## src/rtl/bnn_pkg.sv

```systemverilog
// Shared types and default sizing for the BNN output stage.
// Scores are unsigned popcounts; a class index fits in four bits.
package bnn_pkg;

    localparam int NUM_CLASSES = 10;
    localparam int SCORE_WIDTH = 8;

    typedef logic [SCORE_WIDTH-1:0] score_t;
    typedef logic [3:0]             class_idx_t;

    typedef enum logic {
        S_ACCUM,
        S_DONE
    } argmax_state_e;

endpackage

```

## src/rtl/bnn_argmax_if.sv

```systemverilog
// Score stream from the BNN output layer: one class score per accepted beat.
// The producer is the master; the argmax stage is the slave.
interface bnn_argmax_if #(
    parameter int SCORE_WIDTH = bnn_pkg::SCORE_WIDTH
);
    logic                   score_valid;
    logic [SCORE_WIDTH-1:0] score_in;
    logic                   score_ready;

    modport master (
        output score_valid,
        output score_in,
        input  score_ready
    );

    modport slave (
        input  score_valid,
        input  score_in,
        output score_ready
    );
endinterface

```

## src/rtl/bnn_argmax.sv

```systemverilog
// Streaming argmax over one frame of per-class scores.
// Emits the winning class index as a one-cycle pulse after the last score.
module bnn_argmax
    import bnn_pkg::*;
#(
    parameter int NUM_CLASSES = bnn_pkg::NUM_CLASSES,
    parameter int SCORE_WIDTH = bnn_pkg::SCORE_WIDTH
) (
    input  logic                   clk,
    input  logic                   rst,
    input  logic                   clear,
    bnn_argmax_if.slave            score,
    output logic                   result_ready,
    output class_idx_t             result_out,
    output logic [SCORE_WIDTH-1:0] result_score,
    output logic                   busy
);

    localparam class_idx_t LAST_IDX = class_idx_t'(NUM_CLASSES - 1);

    if (NUM_CLASSES < 2 || NUM_CLASSES > 16) begin : g_bad_num_classes
        $error("bnn_argmax: NUM_CLASSES must be in 2..16");
    end

    argmax_state_e          state_q;
    argmax_state_e          state_d;
    class_idx_t             idx_q;
    class_idx_t             best_idx_q;
    logic [SCORE_WIDTH-1:0] best_score_q;
    logic                   take;
    logic                   is_last;
    logic                   better;

    // A clear in the same cycle as an accept drops the score entirely.
    assign score.score_ready = (state_q == S_ACCUM) && !rst;
    assign take              = score.score_valid && score.score_ready && !clear;
    assign is_last           = (idx_q == LAST_IDX);

    // Strictly greater keeps the lowest index on ties; index 0 always loads.
    assign better = (idx_q == '0) || (score.score_in > best_score_q);

    assign result_ready = (state_q == S_DONE);
    assign busy         = (state_q == S_DONE) || (idx_q != '0);

    always_comb begin
        state_d = state_q;
        unique case (state_q)
            S_ACCUM: if (take && is_last) state_d = S_DONE;
            S_DONE:  state_d = S_ACCUM;
            default: state_d = S_ACCUM;
        endcase
    end

    always_ff @(posedge clk) begin
        if (rst) begin
            state_q      <= S_ACCUM;
            idx_q        <= '0;
            result_out   <= '0;
            result_score <= '0;
        end else begin
            state_q <= state_d;
            if (clear || state_q == S_DONE) begin
                idx_q <= '0;
            end else if (take) begin
                idx_q <= idx_q + 4'd1;
            end
            // Results are captured with the final score folded in, then held.
            if (take && is_last) begin
                result_out   <= better ? idx_q : best_idx_q;
                result_score <= better ? score.score_in : best_score_q;
            end
        end
    end

    // Running best needs no reset: the first accept of every frame overwrites it.
    always_ff @(posedge clk) begin
        if (take && better) begin
            best_idx_q   <= idx_q;
            best_score_q <= score.score_in;
        end
    end

endmodule

```

## src/flat_wrapper.sv

```systemverilog
// flat-port wrapper written by rule: the top's interface ports become plain ports
module bnn_argmax_flat import bnn_pkg::*;
#(
    parameter int NUM_CLASSES = bnn_pkg::NUM_CLASSES,
    parameter int SCORE_WIDTH = bnn_pkg::SCORE_WIDTH
)
  (clk, rst, clear, result_ready, result_out, result_score, busy, score_score_valid, score_score_in, score_score_ready);
  bnn_argmax_if #(.SCORE_WIDTH(SCORE_WIDTH)) score_i ();
  input  logic clk;
  input  logic rst;
  input  logic clear;
  output logic result_ready;
  output class_idx_t result_out;
  output logic [SCORE_WIDTH-1:0] result_score;
  output logic busy;
  input wire logic [$bits(score_i.score_valid)-1:0] score_score_valid;
  input wire logic [$bits(score_i.score_in)-1:0] score_score_in;
  output wire logic [$bits(score_i.score_ready)-1:0] score_score_ready;
  assign score_i.score_valid = score_score_valid;
  assign score_i.score_in = score_score_in;
  assign score_score_ready = score_i.score_ready;
  bnn_argmax #(.NUM_CLASSES(NUM_CLASSES), .SCORE_WIDTH(SCORE_WIDTH)) u_core (.clk(clk), .rst(rst), .clear(clear), .score(score_i), .result_ready(result_ready), .result_out(result_out), .result_score(result_score), .busy(busy));
endmodule
```

## config.mk

```make
export PLATFORM = sky130hd
export DESIGN_NAME = bnn_argmax_flat
export DESIGN_NICKNAME = d
export VERILOG_FILES = /design/src/rtl/bnn_pkg.sv /design/src/rtl/bnn_argmax_if.sv /design/src/rtl/bnn_argmax.sv /design/src/flat_wrapper.sv
export SDC_FILE = /design/constraint.sdc
export NUM_CORES = 1
export LEC_CHECK = 0
export ABC_AREA = 1
export BUFFER_PORTS_ARGS = -buffer_cell sky130_fd_sc_hd__buf_2
export CAP_MARGIN = 20
export CORE_MARGIN = 2
export CORE_UTILIZATION = 50
export CTS_BUF_LIST = sky130_fd_sc_hd__clkbuf_8 sky130_fd_sc_hd__clkbuf_16
export DETAILED_ROUTE_END_ITERATION = 7
export PLACE_DENSITY = 0.73
export SYNTH_ARGS = -nofsm -noshare
export SYNTH_HDL_FRONTEND = slang
export SYNTH_SLANG_ARGS = --single-unit
export TNS_END_PERCENT = 5
```

## constraint.sdc

```tcl
create_clock -name clk -period 2.6 [get_ports clk]
set_input_delay 0.26 -clock clk [delete_from_list [all_inputs] [get_ports clk]]
set_output_delay 0.26 -clock clk [all_outputs]
set_load 0.02 [all_outputs]
```

==> tab_implementation.tex, run 1 <==
\begin{tabular}{lr}
\hline
Metric & Value \\
\hline
\multicolumn{2}{l}{\textbf{Status}} \\
Outcome & complete, no violations \\
\multicolumn{2}{l}{\textbf{Finish}} \\
Area used by multi-input combinational logic & $\sim$630 um\^{}2 \\
Most common library cell in the layout ignoring fill and taps & nand2\_1 \\
Fraction of layout instances using a drive strength above 1 & 0.2143 \\
Fill cell instance count of the final layout & 254 \\
Commonest cells after routing, fill and taps aside & nand2\_1 (34), inv\_1 (29), nor2\_1 (26), buf\_2 (26), nand3\_1 (22) \\
Sequential cell area & 700.7 um\^{}2 \\
Net count reported at finish & between 200 and 250 \\
Synthesis-to-finish area growth & 17.14\% \\
\# diodes & 0 \\
\multicolumn{2}{l}{\textbf{Detailed routing}} \\
Total wire length after detailed routing & 2967 um \\
DRC viols & 0 \\
1st-iter DRT viols & 52 \\
Routed wirelength normalized by instance count & 12.31 um \\
Number of vias per cell after detailed routing & slightly below 5 \\
First-pass iteration count of the detailed router & 6 \\
Remaining antenna violation count after routing & 0 \\
Overall via count from detail\_route & about 1,200 \\
\multicolumn{2}{l}{\textbf{Place}} \\
Weighted congestion at the end of routability-driven global placement & 0.8306 \\
Number of port buffers & 26 \\
Detail Placement HPWL & roughly 2200 um \\
\multicolumn{2}{l}{\textbf{Global route}} \\
Total overflow reported by the global router & 0 \\
Largest net degree at the start of global routing & 26 \\
Wire length of the first global-routing pass & 5050 um \\
Overall Global Routing Usage & 0.1994 \\
Number of global-route vias before repair & around 1,200 \\
Initial antenna violation count & 0 \\
\multicolumn{2}{l}{\textbf{STA}} \\
Fin. Hold Viols & 0 \\
Final worst clock skew & $\sim$4.3 ps \\
Fin crit share & 0.8221 \\
Setup violations, final & 0 \\
Worst relative slew slack & 0.6436 \\
Shortest period the worst path allows & 2137 ps \\
Transition time of the tightest slew-check pin & approximately 530 ps \\
Post-route setup TNS & 0 ps \\
Final max-slew violation count & 0 \\
RSZ-0062 raised after global routing & false \\
Final worst hold slack & about 180 ps \\
F\_max & approximately 0.47 GHz \\
\multicolumn{2}{l}{\textbf{Power}} \\
Worst vdd rail ir drop & about 0.00048 V \\
Fraction of power consumed by sequential logic & 0.465 \\
Relative contribution of combinational cells to total power & 0.076 \\
Switching power share of the total & 0.2164 \\
PwrDens & 600.3 nW/um\^{}2 \\
Net Sw Power & around 0.23 mW \\
LEAKAGE & $\sim$0.88 nW \\
Clock network fraction of design power & 0.459 \\
Int Pwr & roughly 0.82 mW \\
\multicolumn{2}{l}{\textbf{Critical path}} \\
Origin of the worst setup path & u\_core.best\_score\_q[3]\$\_DFFE\_PP\_ \\
Highest net fanout along the worst path & 12 \\
Top delay family on crit path & simple AND/OR/NAND/NOR gates \\
Startpoint of the worst-slack reg-to-reg timing path & u\_core.best\_score\_q[3]\$\_DFFE\_PP\_ \\
Arrival time at the worst endpoint & approximately 2100 ps \\
Setup slack of the most critical reg-to-reg path & roughly 460 ps \\
Setup crit end kind & flop \\
Worst endpoint required time & 2590 ps \\
Kind of launch point of the worst setup path & flop \\
Number of logic stages on the critical path including buffering & 13 \\
Critical setup path kind & reg2reg \\
Sequence of cells on the critical path & inv\_1, ha\_1, nand2\_1, inv\_1, nand2\_1, nand2\_1, nand2\_1, nand2\_1, nand2\_2, nand2\_2, inv\_2, nor2\_1, buf\_4 \\
Largest incremental delay on the critical path & 350 ps \\
Crit Reg-Reg Endpoint & u\_core.best\_score\_q[4]\$\_DFFE\_PP\_ \\
Most Frequent Cell on Critical Path & nand2\_1 \\
Logic depth of the worst register-to-register path & 13 \\
Worst-path cell with the longest stage delay & edfxtp\_1 \\
Bufs and invs on worst path & 4 \\
\multicolumn{2}{l}{\textbf{Clock tree}} \\
H-tree level count & 2 \\
Post-CTS Hold Buffers & 0 \\
Post CTS Setup Buffer Count & 0 \\
Buffers from clock root to sink, at most & 2 \\
CTS tree & built \\
Clock buffers created by TritonCTS & 5 \\
Insertion delay of the later-clocked pin in the worst-skew pair & around 290 ps \\
Number of sinks on the clock net & 29 \\
Buffer type at the clock tree root & clkbuf\_8 \\
Gates resized, CTS repair & 0 \\
Clock-pin slew of the registers on the worst-case setup and hold paths & 60 ps \\
\multicolumn{2}{l}{\textbf{Logic synthesis}} \\
Number of different library cells in the post-synthesis netlist & 27 \\
Area of the mapped netlist & between 1000 and 1500 um\^{}2 \\
Yosys warnings & 0 \\
Sequential fraction of the synthesis area & 0.4730 \\
Synthesized netlist cell count & 180 \\
Seq cells post-synth & 29 \\
Synth area leaders & edfxtp\_1 (24\%), dfxtp\_1 (23\%), ha\_1 (9.3\%), nand2\_1 (8.6\%), nand3\_1 (7.4\%) \\
Synthesized net count & 203 \\
Post-Syn Area per Cell & $\sim$8.2 um\^{}2 \\
Synth top area share & 0.2432 \\
Library cell occupying the most area in the post-synthesis netlist & edfxtp\_1 \\
\multicolumn{2}{l}{\textbf{Floorplanning}} \\
Effective utilization at floorplan & 0.5326 \\
Number of ports placed on the die boundary & 27 \\
Die width & $\sim$60 um \\
Area of the placeable core & $\sim$2800 um\^{}2 \\
Vertical die dimension & roughly 60 um \\
Die ar. & around 3400 um\^{}2 \\
Standard-cell rows & 19 \\
\multicolumn{2}{l}{\textbf{Hold path}} \\
Origin of the worst min-delay path & score\_score\_in[7] \\
End point of the most critical hold path & u\_core.best\_score\_q[7]\$\_DFFE\_PP\_ \\
Hold WC Path Type & in2reg \\
Cell depth of the worst min-delay path & 1 \\
\multicolumn{2}{l}{\textbf{Flow run}} \\
Total of max-cap violations & 0 \\
\hline
\end{tabular}
-- worst max path at each step --
stage | endpoint | slack (ps)
2_1_floorplan | u_core.best_idx_q[0]$_DFFE_PP_ | 470
3_3_place_gp | u_core.best_score_q[4]$_DFFE_PP_ | 540
3_5_place_dp | u_core.best_score_q[4]$_DFFE_PP_ | 470
4_1_cts | u_core.best_idx_q[2]$_DFFE_PP_ | 460
5_1_grt | u_core.best_idx_q[2]$_DFFE_PP_ | 280
6_report | u_core.best_score_q[4]$_DFFE_PP_ | 460
-- kinds of logic (layout without fill, tap and decap cells) --
| kind of cell | count (synthesis) | in the layout | synth area share |
|---|---|---|---|
| AO/OA/AOI/OAI | 10 | 10 | 0.04138 |
| flip-flops | 29 | 29 | 0.4730 |
| adder cells (fa/ha/maj) | 11 | 11 | 0.09290 |
| buffers and inverters | 35 | 65 | 0.1047 |
| AND/OR/NAND/NOR | 95 | 95 | 0.2880 |
-- synthesized netlist by cell type --
cell type	n
buf_2	1
o21a_1	1
a21oi_1	3
dfxtp_1	17
nand3_1	22
edfxtp_1	12
buf_4	2
nor2_4	2
inv_1	28
a21oi_2	1
or2_2	1
ha_1	11
o21ai_1	1
nand2_1	34
nand4_1	1
clkbuf_1	1
nand2_2	3
a21o_1	1
nor2_2	1
nor2_1	26
nor3_1	3
o21ai_0	1
nand3_2	1
buf_6	2
inv_2	1
nor4_1	1
a31oi_1	2
-- flip-flops by register name, indices dropped and copies added (netlist names) --
name and count:
u_core.result_out 4, u_core.result_score 8, u_core.best_score_q 8, u_core.idx_q 4
u_core.best_idx_q 4, u_core.result_ready 1
-- per-stage QoR --
step	instance area, um^2	util	power, mW	cells	setup slack, ps
5_1_grt	1735	0.6239	1.073	241	277.5
4_1_cts	1735	0.6239	1.051	241	463.8
3_5_place_dp	1619	0.5821	0.5722	233	470.3
2_1_floorplan	1481	-	0.5471	180	473.1
6_report	1735	0.6239	1.042	241	462.6
3_3_place_gp	1619	0.5821	0.5704	233	538.1
-- routing by layer --
| metal | up-vias | routed length, um | global-route usage |
|---|---|---|---|
| li1 | 629 | - | - |
| met1 | 524 | 1444 | 0.2581 |
| met2 | 35 | 1306 | 0.3082 |
| met3 | 8 | 144 | 0.04615 |
| met4 | 0 | 72 | 0.1096 |
| met5 | - | 0 | 0 |
-- area by class of cell --
cell class                 count  share of cell area
sequential                    29              0.4038
multi-input combinational    116              0.3605
timing repair buffer          28             0.08363
inverter                      29             0.06273
clock buffer                   6             0.04758
tap                           31             0.02235
clock inverter                 2             0.01947
-- power groups by stage --
stage	logic [mW]	clock network (mW)	registers (mW)
after floorplan	0.0543	0	0.493
after global placement	0.0764	0	0.494
after detailed placement	0.0780	0	0.494
after CTS	0.0787	0.488	0.484
after global routing	0.0904	0.497	0.485
final	0.0788	0.479	0.484
Note: power is estimated with default switching activity, not from simulation.
==> run 2: changes to the inputs <==
clock period = 2.2 ns   (was 2.6 ns; I/O delays follow)
==> run 2 against run 1 <==
Core utilization grew 0.54 points. Critical endpoint is now u_core.result_score[2]$_SDFFE_PP0P_. Setup slack lost 47 ps. Hold slack lost 36 ps. Critical path depth is the same. Total power grew 18%.
==> tab_implementation.tex, run 2 (synthesis gave the netlist of run 1 again) <==
\begin{tabular}{lr}
\hline
Metric & Value \\
\hline
\multicolumn{2}{l}{\textbf{Finish}} \\
\# diodes & 0 (unchanged) \\
Most common library cell in the layout ignoring fill and taps & nand2\_1 (unchanged) \\
Synthesis-to-finish area growth & 18.16\% (was 17.14\%) \\
Largest registers & u\_core.best\_score\_q (8), u\_core.result\_score (8) (unchanged) \\
Net count reported at finish & 234 (was 232) \\
Count of placed standard cells in the final layout, fillers left out & 243 (was 241) \\
Fraction of layout instances using a drive strength above 1 & 0.2217 (was 0.2143) \\
Commonest cells after routing, fill and taps aside & nand2\_1 (34), inv\_1 (29), nor2\_1 (26), buf\_2 (26), nand3\_1 (22) (unchanged) \\
Fill cell instance count of the final layout & 235 (was 254) \\
\multicolumn{2}{l}{\textbf{Critical path}} \\
Setup slack of the most critical reg-to-reg path & 420 ps (was 460 ps) \\
Kind of launch point of the worst setup path & flop (unchanged) \\
Worst-path cell with the longest stage delay & edfxtp\_1 (unchanged) \\
Logic depth of the worst register-to-register path & 13 (unchanged) \\
Setup crit end kind & flop (unchanged) \\
Crit Reg-Reg Endpoint & u\_core.result\_score[2]\$\_SDFFE\_PP0P\_ (was u\_core.best\_score\_q[4]\$\_DFFE\_PP\_) \\
Arrival time at the worst endpoint & 1970 ps (was 2130 ps) \\
Highest net fanout along the worst path & 10 (was 12) \\
Startpoint of the worst-slack reg-to-reg timing path & u\_core.best\_score\_q[5]\$\_DFFE\_PP\_ (was u\_core.best\_score\_q[3]\$\_DFFE\_PP\_) \\
Sequence of cells on the critical path & inv\_1, ha\_1, a21oi\_1, nor2\_1, nor2\_1, nand2\_1, nand2\_2, nand2\_2, buf\_4, nand2\_1, nand3\_1, nand2\_1, inv\_1 (was inv\_1, ha\_1, nand2\_1, inv\_1, nand2\_1, nand2\_1, nand2\_1, nand2\_1, nand2\_2, nand2\_2, inv\_2, nor2\_1, buf\_4) \\
Critical setup path kind & reg2reg (unchanged) \\
Largest incremental delay on the critical path & 400 ps (was 350 ps) \\
Most Frequent Cell on Critical Path & nand2\_1 (unchanged) \\
Worst endpoint required time & 2380 ps (was 2590 ps) \\
\multicolumn{2}{l}{\textbf{STA}} \\
Fin crit share & 0.8113 (was 0.8221) \\
Smallest setup slack after layout & 415.1 ps (was 462.6 ps) \\
Final worst clock skew & 7.572 ps (was 4.305 ps) \\
Shortest period the worst path allows & 1785 ps (was 2137 ps) \\
Final max-slew violation count & 0 (unchanged) \\
Post-route setup TNS & 0 ps (unchanged) \\
F\_max & 0.5603 GHz (was 0.4679 GHz) \\
RSZ-0062 raised after global routing & false (unchanged) \\
Fin. Hold Viols & 0 (unchanged) \\
Worst relative slew slack & 0.6213 (was 0.6436) \\
Transition time of the tightest slew-check pin & 566.6 ps (was 533.3 ps) \\
Setup violations, final & 0 (unchanged) \\
\multicolumn{2}{l}{\textbf{Detailed routing}} \\
1st-iter DRT viols & 91 (was 52) \\
DRC viols & 0 (unchanged) \\
First-pass iteration count of the detailed router & 4 (was 6) \\
Number of vias per cell after detailed routing & 5.140 (was 4.963) \\
Routed wirelength normalized by instance count & 12.20 um (was 12.31 um) \\
Overall via count from detail\_route & 1,249 (was 1,196) \\
Total wire length after detailed routing & 2964 um (was 2967 um) \\
Remaining antenna violation count after routing & 0 (unchanged) \\
\multicolumn{2}{l}{\textbf{Clock tree}} \\
Gates resized, CTS repair & 0 (unchanged) \\
Insertion delay of the later-clocked pin in the worst-skew pair & 280 ps (was 290 ps) \\
Buffer type at the clock tree root & clkbuf\_8 (unchanged) \\
Clock-pin slew of the registers on the worst-case setup and hold paths & 60 ps (about the same) \\
Post CTS Setup Buffer Count & 0 (unchanged) \\
Buffers from clock root to sink, at most & 2 (unchanged) \\
Post-CTS Hold Buffers & 0 (unchanged) \\
H-tree level count & 2 (unchanged) \\
Number of sinks on the clock net & 29 (unchanged) \\
CTS tree & built (unchanged) \\
Clock buffers created by TritonCTS & 5 (unchanged) \\
\multicolumn{2}{l}{\textbf{Floorplanning}} \\
Effective utilization at floorplan & 0.5326 (unchanged) \\
Vertical die dimension & 58.43 um (unchanged) \\
Area of the placeable core & 2781 um\^{}2 (unchanged) \\
Standard-cell rows & 19 (unchanged) \\
Die width & 58.43 um (unchanged) \\
Die ar. & 3414 um\^{}2 (unchanged) \\
Number of ports placed on the die boundary & 27 (unchanged) \\
\multicolumn{2}{l}{\textbf{Global route}} \\
Largest net degree at the start of global routing & 26 (unchanged) \\
Number of global-route vias before repair & 1,125 (was 1,152) \\
Initial antenna violation count & 0 (unchanged) \\
Total overflow reported by the global router & 0 (unchanged) \\
Wire length of the first global-routing pass & 4974 um (was 5050 um) \\
Overall Global Routing Usage & 0.1966 (was 0.1994) \\
\multicolumn{2}{l}{\textbf{Place}} \\
Detail Placement HPWL & 2158 um (was 2152 um) \\
Cell count after placement & 235 (was 233) \\
Number of port buffers & 26 (unchanged) \\
Worst slack, placed & 436.0 ps (was 470.3 ps) \\
Weighted congestion at the end of routability-driven global placement & 0.8121 (was 0.8306) \\
\multicolumn{2}{l}{\textbf{Flow run}} \\
Total of max-cap violations & 0 (unchanged) \\
\multicolumn{2}{l}{\textbf{Hold path}} \\
End point of the most critical hold path & u\_core.best\_score\_q[2]\$\_DFFE\_PP\_ (was u\_core.best\_score\_q[7]\$\_DFFE\_PP\_) \\
Cell depth of the worst min-delay path & 1 (unchanged) \\
Hold WC Path Type & in2reg (unchanged) \\
Origin of the worst min-delay path & score\_score\_in[2] (was score\_score\_in[7]) \\
\multicolumn{2}{l}{\textbf{Power}} \\
LEAKAGE & 0.8883 nW (was 0.8794 nW) \\
PwrDens & 704.4 nW/um\^{}2 (was 600.3 nW/um\^{}2) \\
Worst vdd rail ir drop & 0.0005018 V (was 0.0004812 V) \\
Total power consumption of the routed design & 1.233 mW (was 1.042 mW) \\
\multicolumn{2}{l}{\textbf{Status}} \\
Outcome & complete, no violations (unchanged) \\
\hline
\end{tabular}
[run 2: changes by cell type in the layout (fill, tap and decap cells not counted), sizes merged]
cell and change:
buf +2
[run 2: area by class of cell]
class / count / area, um^2 / share of cell area
sequential: 29 / 700.7 / 0.4003
multi-input combinational: 116 / 625.6 / 0.3574
timing repair buffer: 30 / 160.2 / 0.09149
inverter: 29 / 108.9 / 0.06219
clock buffer: 6 / 82.58 / 0.04718
tap: 31 / 38.79 / 0.02216
clock inverter: 2 / 33.78 / 0.01930
[run 2: worst max-delay path by stage]
stage / start / end / slack (ps) / cells after the start
global placement: u_core.best_score_q[3]$_DFFE_PP_ / u_core.best_score_q[0]$_DFFE_PP_ / 460 / 13
floorplan: u_core.best_score_q[7]$_DFFE_PP_ / u_core.best_idx_q[0]$_DFFE_PP_ / 70 / 11
detailed placement: u_core.best_score_q[5]$_DFFE_PP_ / u_core.result_score[2]$_SDFFE_PP0P_ / 440 / 13
CTS: u_core.best_score_q[3]$_DFFE_PP_ / u_core.best_score_q[0]$_DFFE_PP_ / 420 / 13
global route: u_core.best_score_q[3]$_DFFE_PP_ / u_core.best_idx_q[1]$_DFFE_PP_ / 200 / 13
finish: u_core.best_score_q[5]$_DFFE_PP_ / u_core.result_score[2]$_SDFFE_PP0P_ / 420 / 13
[run 2: stage by stage]
step	util	area (um^2)	hold WS, ps
floorplan	-	1481	318.9
global placement	0.5875	1634	434.5
detailed placement	0.5875	1634	435.9
CTS	0.6293	1750	138.8
global route	0.6293	1750	140.0
finish	0.6293	1750	147.8
[run 2: report_power, final]
group | total [mW] | internal [mW] | switching, mW | leakage (nW)
clock network | 0.562 | 0.364 | 0.198 | 0.0626
logic | 0.0987 | 0.0367 | 0.0620 | 0.575
registers | 0.572 | 0.567 | 0.00492 | 0.251
[run 2: routing by layer]
layer | track usage | routed length, um
met4 | 0.08306 | 20
met3 | 0.06593 | 179
met2 | 0.3034 | 1377
met5 | 0 | 0
met1 | 0.2517 | 1387
[run 2: critical path: cells and delay by family, from the launching register on]
family | cells | cell delay, ps
buf+inv | 3 | 290
compound gates | 1 | 190
flops | 1 | 400
simple gates | 8 | 570
fa+ha+maj | 1 | 240
